[src/rtl/kpn_pkg.sv]
// rtl/kpn_pkg.sv - shared token type and channel-state definitions for KPN process modules
package kpn_pkg;

  localparam int TOKEN_WIDTH = 16;

  typedef logic [TOKEN_WIDTH-1:0] token_t;

  typedef enum logic [1:0] {
    EMPTY   = 2'd0,
    PARTIAL = 2'd1,
    FULL    = 2'd2
  } chan_state_e;

  function automatic chan_state_e chan_state(input int unsigned cnt, input int unsigned depth);
    if (cnt == 0) begin
      return EMPTY;
    end else if (cnt >= depth) begin
      return FULL;
    end else begin
      return PARTIAL;
    end
  endfunction

endpackage

[src/rtl/kpn_fifo_mem.sv]
// rtl/kpn_fifo_mem.sv - token register array with one write port and a registered read port
module kpn_fifo_mem #(
  parameter int DATA_WIDTH  = 16,
  parameter int DEPTH       = 8,
  parameter int INIT_TOKENS = 0
) (
  input  logic                     clk,
  input  logic                     rst_n,
  input  logic                     wr_en,
  input  logic [$clog2(DEPTH)-1:0] wr_addr,
  input  logic [DATA_WIDTH-1:0]    wr_data,
  input  logic                     rd_en,
  input  logic [$clog2(DEPTH)-1:0] rd_addr,
  output logic [DATA_WIDTH-1:0]    rd_data
);

  logic [DATA_WIDTH-1:0] mem_q [DEPTH];
  logic [DATA_WIDTH-1:0] mem_d [DEPTH];
  logic [DATA_WIDTH-1:0] rd_data_q, rd_data_d;

  always_comb begin
    for (int i = 0; i < DEPTH; i++) begin
      mem_d[i] = mem_q[i];
    end
    if (wr_en) begin
      mem_d[wr_addr] = wr_data;
    end
    // Read sees the pre-write contents, so a same-slot read/write when full returns the oldest token.
    rd_data_d = rd_en ? mem_q[rd_addr] : rd_data_q;
  end

  always_ff @(posedge clk) begin
    if (!rst_n) begin
      for (int i = 0; i < DEPTH; i++) begin
        if (i < INIT_TOKENS) begin
          mem_q[i] <= '0;
        end
      end
      rd_data_q <= '0;
    end else begin
      for (int i = 0; i < DEPTH; i++) begin
        mem_q[i] <= mem_d[i];
      end
      rd_data_q <= rd_data_d;
    end
  end

  assign rd_data = rd_data_q;

endmodule

[src/rtl/kpn_fifo_channel.sv]
// rtl/kpn_fifo_channel.sv - bounded KPN FIFO channel with preloaded delay tokens and sticky error flags
module kpn_fifo_channel
  import kpn_pkg::*;
#(
  parameter int DATA_WIDTH  = 16,
  parameter int DEPTH       = 8,
  parameter int INIT_TOKENS = 0
) (
  input  logic                       clk,
  input  logic                       rst_n,
  input  logic                       wr,
  input  logic [DATA_WIDTH-1:0]      entry_1,
  input  logic                       rd,
  output logic [DATA_WIDTH-1:0]      output_1,
  output logic                       valid_out,
  output logic                       full,
  output logic                       empty,
  output logic [$clog2(DEPTH):0]     count,
  output logic                       overflow,
  output logic                       underflow
);

  localparam int PTR_W = $clog2(DEPTH);
  localparam int CNT_W = PTR_W + 1;
  localparam logic [PTR_W-1:0] INIT_PTR = PTR_W'(INIT_TOKENS % DEPTH);
  localparam logic [CNT_W-1:0] INIT_CNT = CNT_W'(INIT_TOKENS);

  logic [PTR_W-1:0] wr_ptr_q, wr_ptr_d;
  logic [PTR_W-1:0] rd_ptr_q, rd_ptr_d;
  logic [CNT_W-1:0] count_q, count_d;
  logic             valid_q, valid_d;
  logic             overflow_q, overflow_d;
  logic             underflow_q, underflow_d;
  logic             wr_acc, rd_acc;
  chan_state_e      state;

  assign state = chan_state(32'(count_q), DEPTH);
  assign full  = (state == FULL);
  assign empty = (state == EMPTY);

  always_comb begin
    rd_acc = rd & ~empty;
    // A full channel still accepts a write when a read frees a slot in the same cycle.
    wr_acc = wr & (~full | rd_acc);

    wr_ptr_d = wr_acc ? wr_ptr_q + PTR_W'(1) : wr_ptr_q;
    rd_ptr_d = rd_acc ? rd_ptr_q + PTR_W'(1) : rd_ptr_q;

    count_d = count_q;
    case ({wr_acc, rd_acc})
      2'b10:   count_d = count_q + CNT_W'(1);
      2'b01:   count_d = count_q - CNT_W'(1);
      default: count_d = count_q;
    endcase

    valid_d     = rd_acc;
    overflow_d  = overflow_q | (wr & ~wr_acc);
    underflow_d = underflow_q | (rd & ~rd_acc);
  end

  always_ff @(posedge clk) begin
    if (!rst_n) begin
      wr_ptr_q    <= INIT_PTR;
      rd_ptr_q    <= '0;
      count_q     <= INIT_CNT;
      valid_q     <= 1'b0;
      overflow_q  <= 1'b0;
      underflow_q <= 1'b0;
    end else begin
      wr_ptr_q    <= wr_ptr_d;
      rd_ptr_q    <= rd_ptr_d;
      count_q     <= count_d;
      valid_q     <= valid_d;
      overflow_q  <= overflow_d;
      underflow_q <= underflow_d;
    end
  end

  kpn_fifo_mem #(
    .DATA_WIDTH  (DATA_WIDTH),
    .DEPTH       (DEPTH),
    .INIT_TOKENS (INIT_TOKENS)
  ) u_mem (
    .clk     (clk),
    .rst_n   (rst_n),
    .wr_en   (wr_acc),
    .wr_addr (wr_ptr_q),
    .wr_data (entry_1),
    .rd_en   (rd_acc),
    .rd_addr (rd_ptr_q),
    .rd_data (output_1)
  );

  assign count     = count_q;
  assign valid_out = valid_q;
  assign overflow  = overflow_q;
  assign underflow = underflow_q;

endmodule

[config.mk]
export PLATFORM = sky130hd
export DESIGN_NAME = kpn_fifo_channel
export DESIGN_NICKNAME = d
export VERILOG_FILES = /design/src/rtl/kpn_pkg.sv /design/src/rtl/kpn_fifo_mem.sv /design/src/rtl/kpn_fifo_channel.sv
export SDC_FILE = /design/constraint.sdc
export NUM_CORES = 1
export LEC_CHECK = 0
export BUFFER_PORTS_ARGS = -buffer_cell sky130_fd_sc_hd__buf_2
export CAP_MARGIN = 20
export CORE_AREA = 10 10 156 158
export CTS_BUF_LIST = sky130_fd_sc_hd__clkbuf_16
export DETAILED_ROUTE_END_ITERATION = 10
export DIE_AREA = 0 0 166 168
export PLACE_DENSITY_LB_ADDON = 0.08
export REMOVE_ABC_BUFFERS = 1
export SLEW_MARGIN = 20
export SYNTH_ARGS = -nofsm -noshare
export SYNTH_HDL_FRONTEND = slang
export SYNTH_HIERARCHICAL = 1
export SYNTH_SLANG_ARGS = --single-unit
export TNS_END_PERCENT = 10
[constraint.sdc]
create_clock -name clk -period 3.4 [get_ports clk]
set_input_delay 0.17 -clock clk [delete_from_list [all_inputs] [get_ports clk]]
set_output_delay 0.17 -clock clk [all_outputs]
set_load 0.01 [all_outputs]
==> flow_summary.toml <==
[hold_path]
min-delay-path-class = "in2reg"
min-delay-start = "entry_1[13]"
min_path_cells = 1

[clock_network]
cts_hold_buffers = 0
worstSkewPairLatency_ps = 420
clock-sinks = 157
root_buffer = "clkbuf_16"
path_clk_slew_ps = 60
cts_tree = "yes"
clock_path_buffers = 2
cts_max_level = 4
post_cts_buffers = 0
cts_buffers = 17
ctsResizeCount = 0

[floorplan]
dieArea_um2 = 27900
die_w_um = 166
core-area_um2 = 21400
io_pins = 45
start_util = 0.292
fp.dieH_um = 168
rows = 54

[critical_path]
cp-end-kind = "flop"
critPathMaxFanout = 10
start_kind = "flop"
arrival_ps = 2660
cpPeakStageDelay_ps = 640
r2r-start = "count[0]"
crit_start = "count[0]"
cp_cell_sequence = "o41ai_4, inv_4, nand2_1, inv_1, ha_1, and3_1, o311ai_0, o211ai_1"
critPathKind = "reg2reg"
slowest_stage = "o41ai_4"
reg2regPathDepth = 8
cp.required_ps = 3690

[yosys]
yosysMostFrequentCell = "edfxtp_1"
synthCells = 394
synth_area_leader_cell = "edfxtp_1"
synth_seq_area_share = 0.707
yosys_register_bits = 157
synth.top_cell.area_share = 0.614
syn_avg_cell_area_um2 = 15.9
synth_cell_types = 49
synthFlopType = "edfxtp_1"
synth-warning-count = 6
synth_area_um2 = 6260
async_flop_share = 0
synth_commonest_cells = "128 x edfxtp_1, 32 x mux2_2, 32 x mux2i_1"
synth_edf_count = 128
synth_area_leaders = "edfxtp_1 61%, dfxtp_1 9.3%, mux2_2 5.8%, mux2i_1 5.1%, a21oi_1 1.8%"

[drt]
post_drt_via_cell_ratio = 4.71
ant_nets = 0
wirelength_um = 14500
drc = 0
dr.pass1.iters = 4
wire_per_inst_um = 19.5
drt_iter0_markers = 185
route.vias.total = 3498

[cells_and_area]
antenna_cells = 0
nets = 474
drive_gt1_frac = 0.271
area_growth_pct = 18.0

[global_route]
grt_overflow = 0
grt_pass1_wl_um = 22700
grt_max_degree = 55
antenna_found_initial = 0
grt_pass1_vias = 3671
grt_use_total = 0.107

[place]
place_congestion = 0.684
dp_hpwl_um = 9020
dp_slack_ps = 1010
io_buffers = 44

[sta]
max_slew_margin = 0.423
worst_pin_slew_ps = 866
final.min_clock_period_ps = 2380
slew_viol_final = 0
timing.setup.tns_ps = 0
final-hold-violation-count = 0
rsz0062_at_grt = "no"
min_period_over_period = 0.700
setup_violations = 0
skew_ps = 7.70
fmaxAchievable_ghz = 0.420
setup_slack_ps = 1020

[power]
irDropWorstVdd_v = 0.000303
p_leak_nw = 2.54
power.density_nw_per_um2 = 767

[job]
maxCapViolCount = 0

[outcome]
run_status = "finished clean"
[critical path, delay by kind of cell, from the launching register on]
kind	cells	cell delay, ps
flops	1	410
compound gates	3	1100
simple gates	2	320
fa+ha+maj	1	310
buf+inv	2	110
[flip-flops by register name (all words and copies together) (netlist names)]
register       count
count              4
valid_out          1
wr_ptr_q           3
u_mem/rd_data     16
underflow          1
u_mem/mem_q      128
overflow           1
rd_ptr_q           3
[metrics by stage]
| step | utilization | std cells | power [mW] | area [um2] | hold WS [ps] |
|---|---|---|---|---|---|
| floorplan | - | 370 | 3.34 | 6080 | 269 |
| global placement | 0.317 | 710 | 3.82 | 6780 | 449 |
| detailed placement | 0.317 | 710 | 3.82 | 6780 | 459 |
| CTS | 0.345 | 742 | 5.77 | 7390 | 33.7 |
| global route | 0.345 | 742 | 6.01 | 7390 | 41.9 |
| finish | 0.345 | 742 | 5.67 | 7390 | 42.4 |
[report_power, final]
group / internal, mW / leakage [nW] / switching (mW)
logic: 0.597 / 0.843 / 0.625
registers: 2.25 / 1.40 / 0.263
clock network: 1.22 / 0.302 / 0.723
total: 4.06 / 2.54 / 1.61
[layout by cell type (no fill, tap or decap), drive strengths merged, types with 2 or more instances in the layout]
cell / netlist / final
edfxtp: 128 / 128
buf: 9 / 60
mux2i: 32 / 32
mux2: 32 / 32
dfxtp: 29 / 29
a21oi: 23 / 23
o21ai: 20 / 20
clkbuf: 15 / 17
nor2: 13 / 13
inv: 8 / 12
o22ai: 9 / 9
a221o: 9 / 9
a22oi: 7 / 7
o221ai: 7 / 7
clkinv: 1 / 7
nand2: 6 / 6
ha: 4 / 4
bufinv: 0 / 4
nor2b: 3 / 3
nor4: 3 / 3
o31ai: 3 / 3
or3: 3 / 3
nand3b: 3 / 3
nand2b: 3 / 3
nand3: 2 / 2
o2111ai: 2 / 2
nor3: 2 / 2
o41ai: 2 / 2
[cell type report]
type                            count  area, um2
Timing Repair Buffer               60        340
Clock inverter                     15        179
Inverter                            9       36.3
Multi-Input combinational cell    204       1630
Tap cell                          280        350
Sequential cell                   157       4430
Fill cell                        2028      14000
Clock buffer                       17        425
[worst paths after layout]
path                                            to  slack [ps]
worst min register to register           underflow         460
worst min-delay path            u_mem/mem_q[0][13]          40
worst max register to register            count[3]        1020
worst max-delay path                      count[3]        1020
[cells by family (layout without fill, tap and decap cells)]
group	count (synthesis)	in the layout	synth area share
flip-flops	157	157	0.707
adder cells (fa/ha/maj)	5	5	0.0112
XOR/XNOR	2	2	0.00280
multiplexers	64	64	0.109
buffers and inverters	33	101	0.0348
AND/OR/NAND/NOR	42	42	0.0352
AO/OA/AOI/OAI	91	91	0.101
[layer usage]
metal / track usage / up-vias / wire, um
met2: 0.183 / 47 / 7440
met1: 0.128 / 1773 / 6510
met5: 0 / - / 0
met4: 0.0312 / 0 / 80
met3: 0.0303 / 6 / 472
li1: - / 1672 / -
(Power assumes the default switching activity.)
